--- src/rtl/systolic_row_feeder_pkg.sv ---
// systolic_row_feeder_pkg: feeder state encoding and default array geometry shared with the FIFOs and PE array
package systolic_row_feeder_pkg;
    localparam int DEF_ROWS = 32;
    localparam int DEF_BWIDTH = 8;
    localparam int DEF_KW = 8;
    typedef enum logic [1:0] {ST_IDLE, ST_RUN, ST_DRAIN, ST_DONE} state_t;
endpackage

--- src/rtl/systolic_row_feeder_lane.sv ---
// systolic_row_feeder_lane: due window and west-edge operand register for one array row
module systolic_row_feeder_lane
    import systolic_row_feeder_pkg::*;
#(
    parameter int ROW = 0,
    parameter int BWIDTH = DEF_BWIDTH,
    parameter int KW = DEF_KW
) (
    input  logic              CLK,
    input  logic              RSTn,
    input  logic              run,
    input  logic [KW:0]       step,
    input  logic [KW-1:0]     klen_q,
    input  logic              go,
    input  logic [BWIDTH-1:0] din,
    output logic              due,
    output logic              pop,
    output logic [BWIDTH-1:0] a_out,
    output logic              a_valid
);
    logic signed [KW+1:0] rel;
    // one extra bit so step-ROW can go negative before this row's turn
    assign rel = $signed({1'b0, step}) - $signed((KW+2)'(ROW));
    assign due = run & ~rel[KW+1] & (rel < $signed({2'b00, klen_q}));
    assign pop = go & due;
    always_ff @(posedge CLK or negedge RSTn) begin
        if (!RSTn) begin
            a_out <= '0;
            a_valid <= 1'b0;
        end else begin
            a_out <= pop ? din : '0;
            a_valid <= pop;
        end
    end
endmodule

--- src/rtl/systolic_row_feeder.sv ---
// systolic_row_feeder: drains per-row FIFOs into the PE array west edge with a diagonal skew
module systolic_row_feeder
    import systolic_row_feeder_pkg::*;
#(
    parameter int ROWS = DEF_ROWS,
    parameter int BWIDTH = DEF_BWIDTH,
    parameter int KW = DEF_KW
) (
    input  logic                   CLK,
    input  logic                   RSTn,
    input  logic                   START,
    input  logic [KW-1:0]          K_LEN,
    input  logic [ROWS-1:0]        FIFO_EMPTY,
    input  logic [ROWS*BWIDTH-1:0] FIFO_DOUT,
    output logic [ROWS-1:0]        FIFO_POPE,
    output logic [ROWS*BWIDTH-1:0] A_OUT,
    output logic [ROWS-1:0]        A_VALID,
    output logic                   BUSY,
    output logic                   DONE
);
    state_t state, state_nx;
    logic [KW:0] step;
    logic [KW-1:0] klen_q;
    logic [ROWS-1:0] due;
    logic run, go, last;
    assign run = state == ST_RUN;
    // any due row without data freezes every row so the skew survives the stall
    assign go = &(~FIFO_EMPTY | ~due);
    assign last = step == {1'b0, klen_q} + (KW+1)'(ROWS - 2);
    assign BUSY = state != ST_IDLE;
    assign DONE = state == ST_DONE;
    always_ff @(posedge CLK or negedge RSTn) begin
        if (!RSTn) state <= ST_IDLE;
        else state <= state_nx;
    end
    always_comb begin
        state_nx = state;
        case (state)
            ST_IDLE: if (START) state_nx = (K_LEN != '0) ? ST_RUN : ST_DONE;
            ST_RUN: if (go && last) state_nx = ST_DRAIN;
            ST_DRAIN: state_nx = ST_DONE;
            default: state_nx = ST_IDLE;
        endcase
    end
    always_ff @(posedge CLK or negedge RSTn) begin
        if (!RSTn) begin
            step <= '0;
            klen_q <= '0;
        end else if (state == ST_IDLE && START && K_LEN != '0) begin
            step <= '0;
            klen_q <= K_LEN;
        end else if (run && go) begin
            step <= step + (KW+1)'(1);
        end
    end
    for (genvar i = 0; i < ROWS; i++) begin : g_lane
        systolic_row_feeder_lane #(.ROW(i), .BWIDTH(BWIDTH), .KW(KW)) u_lane (
            .CLK(CLK),
            .RSTn(RSTn),
            .run(run),
            .step(step),
            .klen_q(klen_q),
            .go(go),
            .din(FIFO_DOUT[i*BWIDTH +: BWIDTH]),
            .due(due[i]),
            .pop(FIFO_POPE[i]),
            .a_out(A_OUT[i*BWIDTH +: BWIDTH]),
            .a_valid(A_VALID[i])
        );
    end
endmodule

--- config.mk ---
export PLATFORM = sky130hd
export DESIGN_NAME = systolic_row_feeder
export DESIGN_NICKNAME = d
export VERILOG_FILES = /design/src/rtl/systolic_row_feeder_pkg.sv /design/src/rtl/systolic_row_feeder_lane.sv /design/src/rtl/systolic_row_feeder.sv
export SDC_FILE = /design/constraint.sdc
export NUM_CORES = 1
export LEC_CHECK = 0
export CAP_MARGIN = 20
export CORE_AREA = 4 4 239 241
export CTS_CLUSTER_SIZE = 28
export DETAILED_ROUTE_END_ITERATION = 10
export DIE_AREA = 0 0 243 245
export GPL_ROUTABILITY_DRIVEN = 0
export PLACE_DENSITY = 0.72
export SYNTH_ARGS = -nofsm -noshare
export SYNTH_HDL_FRONTEND = slang
export SYNTH_SLANG_ARGS = --single-unit
--- constraint.sdc ---
create_clock -name CLK -period 7.3 [get_ports CLK]
set_input_delay 1.46 -clock CLK [delete_from_list [all_inputs] [get_ports CLK]]
set_output_delay 1.46 -clock CLK [all_outputs]
set_load 0.03 [all_outputs]
=== Word level (Yosys, flattened, before mapping) ===
Cells that the tools add are included.

* Word-level logic and storage cells: 315
* Register bits after elaboration: 307
* Output and inout port bits: 322
* Input bits: 299

* Add/sub/neg operators: 33
* Eq/ne operators: 6
* Magnitude comparators: 32
* Reductions and logical operators: 10
* Mux-type cells: 38
* Bitwise logic cells: 129

{| class="wikitable"
|+ Operators by type and width
! cell !! count
|-
| less-than comparator 10 x 9 -> 1 bit || 31
|-
| two-way mux 8 bit || 32
|-
| subtractor 9 x 5 -> 10 bit, second input constant || 16
|-
| bitwise AND 1 bit || 95
|-
| subtractor 9 x 4 -> 10 bit, second input constant || 8
|-
| NOT 32 bit || 2
|-
| subtractor 9 x 3 -> 10 bit, second input constant || 4
|-
| bitwise OR 32 bit || 1
|-
| AND reduction 32 bit || 1
|-
| NOT 1 bit || 31
|-
| subtractor 9 x 2 -> 10 bit, second input constant || 2
|-
| two-way mux 9 bit || 2
|-
| subtractor 9 x 1 -> 10 bit, second input constant || 1
|-
| adder 8 x 5 -> 9 bit, second input constant || 1
|-
| adder 9 x 1 -> 9 bit, second input constant || 1
|-
| equality test 9 bit || 1
|-
| less-than comparator 9 x 8 -> 1 bit || 1
|-
| nonzero test 8 bit || 1
|-
| two-way mux 2 bit || 3
|-
| case mux 2 bit (3 select lines) || 1
|-
| equality test 2 bit, second input constant || 2
|-
| logical AND 1 bit || 4
|-
| != test 2 bit, second input constant || 2
|-
| nonzero test 2 bit || 2
|-
| other kinds (3) || 3
|}

=== Depth between registers and ports, before layout ===
Gate-level depths: netlist of the first run.

* Depth after elaboration: 10
* Gate-level depth with buffers: 21
* Gate-level depth less buffers: 16

=== Hierarchy ===
A second synthesis of the first run with hierarchy kept.

* Cells, all modules: 2394
* Area, all modules: 22658.0 µm²

{| class="wikitable"
|+ Modules (own cells, without submodules)
! module !! area each (µm²) !! seq. area each (µm²) !! instances !! cells each
|-
| systolic_row_feeder || 1426.4 || 475.5 || 1 || 159
|-
| systolic_row_feeder_lane at g_lane[21].u_lane || 768.2 || 225.2 || 1 || 84
|-
| systolic_row_feeder_lane at g_lane[25].u_lane || 730.7 || 225.2 || 1 || 75
|-
| systolic_row_feeder_lane at g_lane[1].u_lane || 716.9 || 225.2 || 1 || 76
|-
| systolic_row_feeder_lane at g_lane[9].u_lane || 716.9 || 225.2 || 1 || 78
|-
| systolic_row_feeder_lane at g_lane[23].u_lane || 708.2 || 225.2 || 1 || 72
|-
| systolic_row_feeder_lane at g_lane[5].u_lane || 706.9 || 225.2 || 1 || 76
|-
| systolic_row_feeder_lane at g_lane[30].u_lane || 703.2 || 225.2 || 1 || 69
|-
| systolic_row_feeder_lane at g_lane[22].u_lane || 698.2 || 225.2 || 1 || 80
|-
| systolic_row_feeder_lane at g_lane[26].u_lane || 693.2 || 225.2 || 1 || 73
|-
| systolic_row_feeder_lane at g_lane[13].u_lane || 691.9 || 225.2 || 1 || 76
|-
| systolic_row_feeder_lane at g_lane[18].u_lane || 680.7 || 225.2 || 1 || 74
|-
| systolic_row_feeder_lane at g_lane[19].u_lane || 680.7 || 225.2 || 1 || 73
|-
| systolic_row_feeder_lane at g_lane[3].u_lane || 675.6 || 225.2 || 1 || 71
|-
| +19 rows || -- || -- || -- || --
|}

=== Worst setup path before layout of the first run ===
Ideal clock, no wire load.

* Path type: flip-flop to output port
* Start: register step[5]
* End: output port FIFO_POPE[1]
* Cell stages (with the launch flop): 20
* Arrival time: 4.638 ns
* Slack: 1.202 ns
* Data required time: 5.840 ns
* Buffers on the path: 7
* Cell sequence: dfrtp_1 > clkbuf_1 > inv_2 > buf_1 > ha_1 > clkbuf_1 > clkbuf_1 > a21oi_1 > xor2_1 > ha_1 > and3_1 > a2111oi_0 > nand4_1 > o2111ai_1 > nor3_1 > and4_1 > buf_2 > and3_1 > buf_2 > buf_4

* Longest elaborated chain between the ends: 8
* Elaborated cells between the ends (all ways): 161
* Classes of those cells: add/sub: 31; order compare: 32; bitwise: 97; reduce/logical: 1

{| class="wikitable"
|+ RTL lines
! element !! RTL line !! RTL
|-
| start, declared || systolic_row_feeder.sv:22 || <nowiki>logic [KW:0] step;</nowiki>
|-
| start signal, assigned || systolic_row_feeder.sv:53 || <nowiki>step <= step + (KW+1)'(1);</nowiki>
|-
| parallel branches: the longest is 7 deep, another holds subtractor 9 x 1 -> 10 bit || -- ||
|-
| bitwise AND 1 bit (*) || systolic_row_feeder_lane.sv:25 || <nowiki>assign pop = go & due;</nowiki>
|-
| end, declared || systolic_row_feeder.sv:15 || <nowiki>output logic [ROWS-1:0] FIFO_POPE,</nowiki>
|}

Mark *: on every way between the ends.

=== Final worst setup path of the first run ===
* Start: register step[4]
* End: output port FIFO_POPE[19]

The elaborated chain is that of the path after synthesis.

==> report_table.html, run 1 <==
<table>
<tr><th>Metric</th><th>Value</th></tr>
<tr><th colspan="2">Flow run</th></tr>
<tr><td>Maximum capacitance violations</td><td>0</td></tr>
<tr><th colspan="2">Layout</th></tr>
<tr><td>Fill count</td><td>4942</td></tr>
<tr><td>Layout cell share with drive strength beyond 1</td><td>8.38%</td></tr>
<tr><td>Finished layout cell area</td><td>26000 um2</td></tr>
<tr><td>Final core utilization</td><td>47.4%</td></tr>
<tr><td>Diode count</td><td>0</td></tr>
<tr><td>Area added between synthesis and finish</td><td>44.1%</td></tr>
<tr><td>Post-route insts no fill</td><td>about 3000</td></tr>
<tr><td>Net count, final</td><td>2787</td></tr>
<tr><th colspan="2">Critical path</th></tr>
<tr><td>Required arrival time at the worst endpoint</td><td>just under 6 ns</td></tr>
<tr><td>Critical path data arrival time</td><td>5.77 ns</td></tr>
<tr><td>Maximum fanout along the worst path</td><td>16</td></tr>
<tr><td>Critical path class</td><td>flip-flop to primary output</td></tr>
<tr><td>Startpoint of the lowest-slack register-to-register path</td><td>step[4]</td></tr>
<tr><td>Startpoint kind of the worst setup timing path</td><td>flip-flop</td></tr>
<tr><td>Worst setup path start</td><td>step[4]</td></tr>
<tr><td>Worst r2r path cells</td><td>15</td></tr>
<tr><td>End of the worst register-to-register path</td><td>g_lane[15].u_lane.a_out[5]</td></tr>
<tr><td>R2r setup slk</td><td>2.13 ns</td></tr>
<tr><td>Crit path capture type</td><td>primary output</td></tr>
<tr><td>Destination of the critical timing path</td><td>FIFO_POPE[19]</td></tr>
<tr><th colspan="2">Floorplanning</th></tr>
<tr><td>Die width</td><td>243 um</td></tr>
<tr><td>Initial standard-cell utilization of the core</td><td>32.9%</td></tr>
<tr><td>Area enclosed by the die boundary</td><td>between 50000 and 60000 um2</td></tr>
<tr><td>Floorplan Core Area</td><td>~55000 um2</td></tr>
<tr><td>Die extent in y</td><td>245 um</td></tr>
<tr><td>FP Rows</td><td>86</td></tr>
<tr><td>Ports</td><td>approximately 620</td></tr>
<tr><th colspan="2">Clock network</th></tr>
<tr><td>TritonCTS Sinks</td><td>~310</td></tr>
<tr><td>Deepest clock path buffer count</td><td>3</td></tr>
<tr><td>Worst skew pair latency</td><td>0.56 ns</td></tr>
<tr><td>Clock tree from TritonCTS</td><td>done</td></tr>
<tr><td>Root buffer cell</td><td>sky130_fd_sc_hd__clkbuf_16</td></tr>
<tr><td>Num CTS Buffers</td><td>35</td></tr>
<tr><td>H-tree depth reported by CTS</td><td>2</td></tr>
<tr><td>Clock slew at reported path FFs</td><td>0.07 ns</td></tr>
<tr><td>CTS Hold Buffers Added</td><td>0</td></tr>
<tr><th colspan="2">Synthesis</th></tr>
<tr><td>Cell area after technology mapping</td><td>18000 um2</td></tr>
<tr><td>Yosys synthesis warning count</td><td>0</td></tr>
<tr><td>Share of synthesized area occupied by flip-flops and latches</td><td>42.6%</td></tr>
<tr><td>Count of flip-flops with a built-in enable after synthesis</td><td>0</td></tr>
<tr><td>Top flip-flop cell by instance count after synthesis</td><td>sky130_fd_sc_hd__dfrtp_1</td></tr>
<tr><td>Synthesis-stage register bit count</td><td>307</td></tr>
<tr><td>Synth cell types</td><td>92</td></tr>
<tr><td>Post-synthesis cell count</td><td>~1700</td></tr>
<tr><td>Post-synth net total</td><td>approximately 2200</td></tr>
<tr><td>Fraction of synthesized cell area taken by the top area cell type</td><td>42.6%</td></tr>
<tr><td>Synth area leaders</td><td>sky130_fd_sc_hd__dfrtp_1, sky130_fd_sc_hd__ha_1, sky130_fd_sc_hd__and2_1, sky130_fd_sc_hd__xnor2_1, sky130_fd_sc_hd__a21oi_1</td></tr>
<tr><td>Synth area leader</td><td>sky130_fd_sc_hd__dfrtp_1</td></tr>
<tr><td>Average cell area after synthesis</td><td>approximately 10 um2</td></tr>
<tr><td>Proportion of synthesized flip-flops having asynchronous set or reset</td><td>100%</td></tr>
<tr><th colspan="2">GRT</th></tr>
<tr><td>Sum of overflow across all layers after global routing</td><td>0</td></tr>
<tr><td>Maximum number of pins on one net before global-route repair</td><td>160</td></tr>
<tr><td>Vias in the first global route</td><td>16400</td></tr>
<tr><td>Initial antenna violation count</td><td>1</td></tr>
<tr><td>Global-route wire length before repair</td><td>104000 um</td></tr>
<tr><td>All-layer global routing usage</td><td>22.5%</td></tr>
<tr><th colspan="2">Routing</th></tr>
<tr><td>Post-route ant nets</td><td>0</td></tr>
<tr><td>Wire length per cell</td><td>23.0 um</td></tr>
<tr><td>Final routed DRC violation total</td><td>0</td></tr>
<tr><td>Vias per cell</td><td>5.19</td></tr>
<tr><td>Total number of vias</td><td>roughly 16000</td></tr>
<tr><td>Number of DRC markers in iteration 0</td><td>between 1000 and 1500</td></tr>
<tr><td>Pre-Repair DR Iteration Count</td><td>6</td></tr>
<tr><td>Post-detailed-routing wire length</td><td>69600 um</td></tr>
<tr><th colspan="2">Timing</th></tr>
<tr><td>Highest clock frequency the design can meet</td><td>between 100 and 150 MHz</td></tr>
<tr><td>Final TNS setup</td><td>0 ns</td></tr>
<tr><td>Final Setup Violations</td><td>0</td></tr>
<tr><td>Endpoints failing hold</td><td>0</td></tr>
<tr><td>Ratio of final minimum period to clock period</td><td>99.0%</td></tr>
<tr><td>Measured slew at the worst slew-check pin</td><td>1.09 ns</td></tr>
<tr><td>Time the final worst path needs with I/O delays and setup</td><td>7.23 ns</td></tr>
<tr><td>Clock skew after layout</td><td>0.0352 ns</td></tr>
<tr><td>Pins Over Slew Limit</td><td>0</td></tr>
<tr><td>Worst slew margin relative to its limit</td><td>27.1%</td></tr>
<tr><td>RSZ-0062 raised after global routing</td><td>false</td></tr>
<tr><th colspan="2">Pwr</th></tr>
<tr><td>Leakage component of the power</td><td>12.4 nW</td></tr>
<tr><td>Overall power after layout</td><td>5.95 mW</td></tr>
<tr><td>Cell area power density</td><td>approximately 230 nW/um2</td></tr>
<tr><td>Max VDD drop</td><td>0.135 mV</td></tr>
<tr><th colspan="2">Min path</th></tr>
<tr><td>Class of the tightest hold or removal check</td><td>flip-flop to flip-flop</td></tr>
<tr><th colspan="2">Run status</th></tr>
<tr><td>Outcome</td><td>finished, final reports clean</td></tr>
<tr><th colspan="2">Placement</th></tr>
<tr><td>Dpl cells</td><td>between 2000 and 3000</td></tr>
<tr><td>Total of buffers placed on input and output ports</td><td>between 600 and 700</td></tr>
<tr><td>HPWL after detailed placement</td><td>53400 um</td></tr>
<tr><td>Standard cell area after detailed placement</td><td>24800 um2</td></tr>
</table>
## synth_stat cells, drive strengths merged (13+ instances only)
cell / number
dfrtp: 307
and2: 259
nand2: 104
and3: 14
a21oi: 116
nor2: 52
o2111ai: 17
clkbuf: 30
inv: 69
a31oi: 13
xnor2: 85
nand3: 39
xor2: 39
a21o: 14
ha: 186
buf: 96
o21ai: 67
a211oi: 13
nor3: 13
nand4: 23
## final cells by class
class                           count  area (um2)  share of cell area (%)
Multi-Input combinational cell   1217        9350                    36.0
Inverter                           70         265                    1.02
Sequential cell                   307        7690                    29.6
Clock inverter                     14         150                   0.577
Tap cell                          704         881                    3.39
Clock buffer                       48        1010                    3.87
Timing Repair Buffer              671        6670                    25.6
## power by group
group | total [mW] | switching, mW | internal (mW)
combinational | 2.39 | 1.45 | 0.942
sequential | 1.79 | 0.0361 | 1.76
clock | 1.77 | 0.728 | 1.04
total | 5.95 | 2.21 | 3.74
## kinds of logic (layout without fill, tap and decap cells)
kind of cell    after synthesis  in the layout  synth area share, %
compound gates              326            326                 11.8
xor+xnor                    124            124                 6.02
fa+ha+maj                   186            186                 12.9
buf+inv                     196            803                 5.86
flops                       307            307                 42.6
mux                           3              3                0.173
simple gates                578            578                 20.7
## registers in the layout (all words and copies together), names as in the netlist
signal,cells
g_lane.u_lane.a_out,256
g_lane.u_lane.a_valid,32
step,9
klen_q,8
state,2
## how the worst min path moves through the flow
stage / from / to / cells after the start / slack, ns
2_1_floorplan: klen_q[0] / klen_q[0] / 2 / 0.47
3_3_place_gp: klen_q[0] / klen_q[0] / 2 / 0.53
3_5_place_dp: klen_q[0] / klen_q[0] / 2 / 0.55
4_1_cts: klen_q[0] / klen_q[0] / 2 / 0.56
5_1_grt: state[1] / state[1] / 1 / 0.59
6_report: klen_q[0] / klen_q[0] / 2 / 0.56
## critical path, cell delays in order (launching register included)
cell	delay, ns
sky130_fd_sc_hd__dfrtp_1	0.55
sky130_fd_sc_hd__buf_4	0.42
sky130_fd_sc_hd__ha_1	0.64
sky130_fd_sc_hd__a31oi_1	0.24
sky130_fd_sc_hd__xnor2_1	0.17
sky130_fd_sc_hd__ha_1	0.30
sky130_fd_sc_hd__o21a_1	0.15
sky130_fd_sc_hd__o211ai_1	0.11
sky130_fd_sc_hd__a31o_2	0.27
sky130_fd_sc_hd__o311ai_4	0.12
sky130_fd_sc_hd__o2111ai_2	0.21
sky130_fd_sc_hd__nor4_4	0.41
sky130_fd_sc_hd__and4_1	0.41
sky130_fd_sc_hd__buf_4	0.23
sky130_fd_sc_hd__and3_1	0.24
sky130_fd_sc_hd__clkdlybuf4s50_1	0.70
## metrics by stage
stage	setup slack (ns)	hold WS, ns
6_report	0.0746	0.559
5_1_grt	0.0211	0.592
4_1_cts	0.0566	0.562
3_5_place_dp	0.542	0.548
3_3_place_gp	0.815	0.534
2_1_floorplan	1.20	0.474
## what timing repair did
action | CTS | global route
endpoints found under the setup margin | 1 | 18
gates resized for setup | 2 | 13
buffers inserted | 0 | 0
## per-layer routing
layer | track usage, % | wire length, um
met5 | 0 | 0
met4 | 8.93 | 3240
met3 | 6.61 | 7470
met2 | 38.2 | 33600
met1 | 26.8 | 25300
## layout by cell type (no fill, tap or decap), drive strengths merged, types with 11 or more instances in the layout
master         instances
inv                   69
nor3                  13
clkdlybuf4s50        607
dfrtp                307
xor2                  39
a31oi                 13
a21oi                116
clkbuf                48
xnor2                 85
nand2                104
and2                 259
o21ai                 67
buf                   63
ha                   186
and3                  14
nand4                 23
nor2                  52
a21o                  14
a211o                 11
nand3                 39
o2111ai               17
nor4                  11
nand2b                11
nor2b                 12
a211oi                13
Power figures use the tool's default switching activity.
==> run 2, diff against run 1 <==
--- a/config.mk
+++ b/config.mk
@@ -6,12 +6,12 @@
 export NUM_CORES = 1
 export LEC_CHECK = 0
 export CAP_MARGIN = 20
-export CORE_AREA = 4 4 239 241
+export CORE_AREA = 2 2 245 247
 export CTS_CLUSTER_SIZE = 28
 export DETAILED_ROUTE_END_ITERATION = 10
-export DIE_AREA = 0 0 243 245
+export DIE_AREA = 0 0 247 249
 export GPL_ROUTABILITY_DRIVEN = 0
-export PLACE_DENSITY = 0.72
+export PLACE_DENSITY = 0.69
 export SYNTH_ARGS = -nofsm -noshare
 export SYNTH_HDL_FRONTEND = slang
 export SYNTH_SLANG_ARGS = --single-unit
==> report_table.html, run 2 (synthesized netlist as in run 1, its figures left out) <==
<table>
<tr><th>Metric</th><th>Value</th></tr>
<tr><th colspan="2">Critical path</th></tr>
<tr><td>R2r setup slk</td><td>2.34 ns (was 2.13 ns)</td></tr>
<tr><td>Startpoint kind of the worst setup timing path</td><td>flip-flop (unchanged)</td></tr>
<tr><td>End of the worst register-to-register path</td><td>g_lane[3].u_lane.a_out[2] (was g_lane[15].u_lane.a_out[5])</td></tr>
<tr><td>Critical path data arrival time</td><td>5.66 ns (was 5.77 ns)</td></tr>
<tr><td>Crit path capture type</td><td>primary output (unchanged)</td></tr>
<tr><td>Critical path class</td><td>flip-flop to primary output (unchanged)</td></tr>
<tr><td>Maximum fanout along the worst path</td><td>21 (was 16)</td></tr>
<tr><td>Required arrival time at the worst endpoint</td><td>5.84 ns (about the same)</td></tr>
<tr><td>Worst r2r path cells</td><td>15 (unchanged)</td></tr>
<tr><td>Startpoint of the lowest-slack register-to-register path</td><td>step[4] (unchanged)</td></tr>
<tr><th colspan="2">Clock network</th></tr>
<tr><td>Buffers inserted during post-CTS setup optimization</td><td>0 (unchanged)</td></tr>
<tr><td>Root buffer cell</td><td>sky130_fd_sc_hd__clkbuf_16 (unchanged)</td></tr>
<tr><td>Worst skew pair latency</td><td>0.56 ns (about the same)</td></tr>
<tr><td>TritonCTS Sinks</td><td>307 (unchanged)</td></tr>
<tr><td>Clock slew at reported path FFs</td><td>0.06 ns (was 0.07 ns)</td></tr>
<tr><td>Deepest clock path buffer count</td><td>3 (unchanged)</td></tr>
<tr><td>H-tree depth reported by CTS</td><td>2 (unchanged)</td></tr>
<tr><td>Clock tree from TritonCTS</td><td>done (unchanged)</td></tr>
<tr><td>Num CTS Buffers</td><td>35 (unchanged)</td></tr>
<tr><th colspan="2">Pwr</th></tr>
<tr><td>Overall power after layout</td><td>5.93 mW (was 5.95 mW)</td></tr>
<tr><td>Max VDD drop</td><td>0.144 mV (was 0.135 mV)</td></tr>
<tr><td>Leakage component of the power</td><td>12.4 nW (about the same)</td></tr>
<tr><td>Cell area power density</td><td>228 nW/um2 (was 229 nW/um2)</td></tr>
<tr><th colspan="2">Floorplanning</th></tr>
<tr><td>Ports</td><td>621 (unchanged)</td></tr>
<tr><td>Floorplan Core Area</td><td>58700 um2 (was 54900 um2)</td></tr>
<tr><td>FP Rows</td><td>89 (was 86)</td></tr>
<tr><td>Initial standard-cell utilization of the core</td><td>30.8% (was 32.9%)</td></tr>
<tr><td>Die extent in y</td><td>249 um (was 245 um)</td></tr>
<tr><td>Area enclosed by the die boundary</td><td>61500 um2 (was 59500 um2)</td></tr>
<tr><td>Die width</td><td>247 um (was 243 um)</td></tr>
<tr><th colspan="2">Placement</th></tr>
<tr><td>Standard cell area after detailed placement</td><td>24800 um2 (unchanged)</td></tr>
<tr><td>Dpl cells</td><td>3034 (was 2969)</td></tr>
<tr><td>HPWL after detailed placement</td><td>51800 um (was 53400 um)</td></tr>
<tr><td>Placement Setup Slack</td><td>0.666 ns (was 0.542 ns)</td></tr>
<tr><td>Total of buffers placed on input and output ports</td><td>620 (unchanged)</td></tr>
<tr><th colspan="2">Layout</th></tr>
<tr><td>Top register by number of flip-flops</td><td>g_lane.u_lane.a_out (unchanged)</td></tr>
<tr><td>Total area of multi-input combinational cells</td><td>9330 um2 (was 9350 um2)</td></tr>
<tr><td>Layout cell share with drive strength beyond 1</td><td>8.05% (was 8.38%)</td></tr>
<tr><td>Flip-flop count of the largest register after layout</td><td>256 (unchanged)</td></tr>
<tr><td>Finished layout cell area</td><td>26000 um2 (about the same)</td></tr>
<tr><td>Fill count</td><td>5430 (was 4942)</td></tr>
<tr><td>Storage element area</td><td>7680 um2 (was 7690 um2)</td></tr>
<tr><td>Final core utilization</td><td>44.3% (was 47.4%)</td></tr>
<tr><td>Largest regs</td><td>g_lane.u_lane.a_out (256), g_lane.u_lane.a_valid (32), step (9) (unchanged)</td></tr>
<tr><td>Post-route insts no fill</td><td>3096 (was 3031)</td></tr>
<tr><td>Net count, final</td><td>2783 (was 2787)</td></tr>
<tr><td>Top library cells by usage in the layout, fill and taps aside</td><td>sky130_fd_sc_hd__clkdlybuf4s50_1, sky130_fd_sc_hd__dfrtp_1, sky130_fd_sc_hd__and2_1, sky130_fd_sc_hd__ha_1, sky130_fd_sc_hd__a21oi_1 (unchanged)</td></tr>
<tr><td>Most frequent standard cell in the layout excluding fill and tap cells</td><td>sky130_fd_sc_hd__clkdlybuf4s50_1 (unchanged)</td></tr>
<tr><td>Area added between synthesis and finish</td><td>44.0% (was 44.1%)</td></tr>
<tr><th colspan="2">Min path</th></tr>
<tr><td>Number of cells on the worst hold path</td><td>1 (was 2)</td></tr>
<tr><td>Hold Path End</td><td>state[1] (was klen_q[0])</td></tr>
<tr><td>Class of the tightest hold or removal check</td><td>flip-flop to flip-flop (unchanged)</td></tr>
<tr><td>Start point of the worst hold path</td><td>state[1] (was klen_q[0])</td></tr>
<tr><th colspan="2">Routing</th></tr>
<tr><td>Final routed DRC violation total</td><td>0 (unchanged)</td></tr>
<tr><td>Vias per cell</td><td>5.06 (was 5.19)</td></tr>
<tr><td>Number of DRC markers in iteration 0</td><td>1322 (was 1486)</td></tr>
<tr><td>Post-route ant nets</td><td>0 (unchanged)</td></tr>
<tr><td>Pre-Repair DR Iteration Count</td><td>5 (was 6)</td></tr>
<tr><td>Post-detailed-routing wire length</td><td>67700 um (was 69600 um)</td></tr>
<tr><td>Total number of vias</td><td>15700 (about the same)</td></tr>
<tr><td>Wire length per cell</td><td>21.9 um (was 23.0 um)</td></tr>
<tr><th colspan="2">Timing</th></tr>
<tr><td>Final setup margin</td><td>0.179 ns (was 0.0746 ns)</td></tr>
<tr><td>Clock skew after layout</td><td>0.0270 ns (was 0.0352 ns)</td></tr>
<tr><td>Ratio of final minimum period to clock period</td><td>97.5% (was 99.0%)</td></tr>
<tr><td>Pins Over Slew Limit</td><td>0 (unchanged)</td></tr>
<tr><td>Highest clock frequency the design can meet</td><td>140 MHz (was 138 MHz)</td></tr>
<tr><td>RSZ-0062 raised after global routing</td><td>false (unchanged)</td></tr>
<tr><td>Measured slew at the worst slew-check pin</td><td>1.10 ns (was 1.09 ns)</td></tr>
<tr><td>Worst slew margin relative to its limit</td><td>26.4% (was 27.1%)</td></tr>
<tr><td>Hold slack</td><td>0.585 ns (was 0.559 ns)</td></tr>
<tr><td>Time the final worst path needs with I/O delays and setup</td><td>7.12 ns (was 7.23 ns)</td></tr>
<tr><td>Final TNS setup</td><td>0 ns (unchanged)</td></tr>
<tr><td>Final Setup Violations</td><td>0 (unchanged)</td></tr>
<tr><td>Endpoints failing hold</td><td>0 (unchanged)</td></tr>
<tr><th colspan="2">GRT</th></tr>
<tr><td>Sum of overflow across all layers after global routing</td><td>0 (unchanged)</td></tr>
<tr><td>Initial antenna violation count</td><td>4 (was 1)</td></tr>
<tr><td>Maximum number of pins on one net before global-route repair</td><td>156 (was 160)</td></tr>
<tr><td>Global-route wire length before repair</td><td>100000 um (was 104000 um)</td></tr>
<tr><td>All-layer global routing usage</td><td>21.4% (was 22.5%)</td></tr>
<tr><td>Vias in the first global route</td><td>15900 (was 16400)</td></tr>
<tr><th colspan="2">Run status</th></tr>
<tr><td>Outcome</td><td>finished, final reports clean (unchanged)</td></tr>
<tr><th colspan="2">Flow run</th></tr>
<tr><td>Maximum capacitance violations</td><td>0 (unchanged)</td></tr>
</table>
run 2: worst max-delay path by stage:
stage          cells past startpoint  slack (ns)  startpoint             to
6_report                          15        0.18     step[4]  FIFO_POPE[17]
3_3_place_gp                      15        0.75     step[4]  FIFO_POPE[26]
4_1_cts                           14       0.003     step[2]  FIFO_POPE[19]
5_1_grt                           17       0.004     step[1]   FIFO_POPE[1]
3_5_place_dp                      14        0.67     step[2]  FIFO_POPE[19]
2_1_floorplan                     19        1.20     step[5]   FIFO_POPE[1]
run 2: where the power goes:
part	internal, mW	switching [mW]	total (mW)
registers	1.76	0.0423	1.80
logic	0.935	1.41	2.35
clock network	1.06	0.728	1.79
run 2: per-layer routing:
layer  routed length, um  share of wire, %  track usage (%)
met4                3270               4.8             10.1
met3                6270               9.3             5.76
met2               32400                48             35.8
met1               25800                38             25.3
met5                  37             0.055                0
run 2: what timing repair did:
action	in CTS	in global routing
gates resized for setup	0	6
hold buffers	0	0
endpoints found under the setup margin	0	18
run 2: final cells by class:
| type | instances | area share, % |
|---|---|---|
| well taps | 773 | 3.72 |
| clock buffers | 51 | 3.99 |
| inverters | 70 | 1.01 |
| clock inverters | 10 | 0.467 |
| diodes | 1 | 0.00963 |
| flip-flops and latches | 307 | 29.6 |
| repair buffers | 667 | 25.3 |
| multi-input cells | 1217 | 35.9 |
run 2: critical path, stage by stage (launching register included):
cell and delay (ns):
sky130_fd_sc_hd__dfrtp_1 0.38, sky130_fd_sc_hd__buf_4 0.42, sky130_fd_sc_hd__ha_1 0.65, sky130_fd_sc_hd__buf_4 0.31
sky130_fd_sc_hd__a21oi_1 0.10, sky130_fd_sc_hd__xor2_1 0.18, sky130_fd_sc_hd__ha_1 0.31, sky130_fd_sc_hd__a21oi_1 0.13
sky130_fd_sc_hd__o22ai_1 0.10, sky130_fd_sc_hd__nor4_2 0.64, sky130_fd_sc_hd__a32o_1 0.43, sky130_fd_sc_hd__a2111oi_4 0.14
sky130_fd_sc_hd__nand4_4 0.16, sky130_fd_sc_hd__buf_12 0.34, sky130_fd_sc_hd__nor2_8 0.10, sky130_fd_sc_hd__clkdlybuf4s50_1 0.62
==> run 3, diff against run 2 <==
--- a/config.mk
+++ b/config.mk
@@ -5,13 +5,13 @@
 export SDC_FILE = /design/constraint.sdc
 export NUM_CORES = 1
 export LEC_CHECK = 0
-export CAP_MARGIN = 20
 export CORE_AREA = 2 2 245 247
 export CTS_CLUSTER_SIZE = 28
 export DETAILED_ROUTE_END_ITERATION = 10
 export DIE_AREA = 0 0 247 249
 export GPL_ROUTABILITY_DRIVEN = 0
 export PLACE_DENSITY = 0.69
+export SLEW_MARGIN = 20
 export SYNTH_ARGS = -nofsm -noshare
 export SYNTH_HDL_FRONTEND = slang
 export SYNTH_SLANG_ARGS = --single-unit
==> results of run 3 <==
Same layout as run 2: the final DEF is identical, and so are final timing and power.
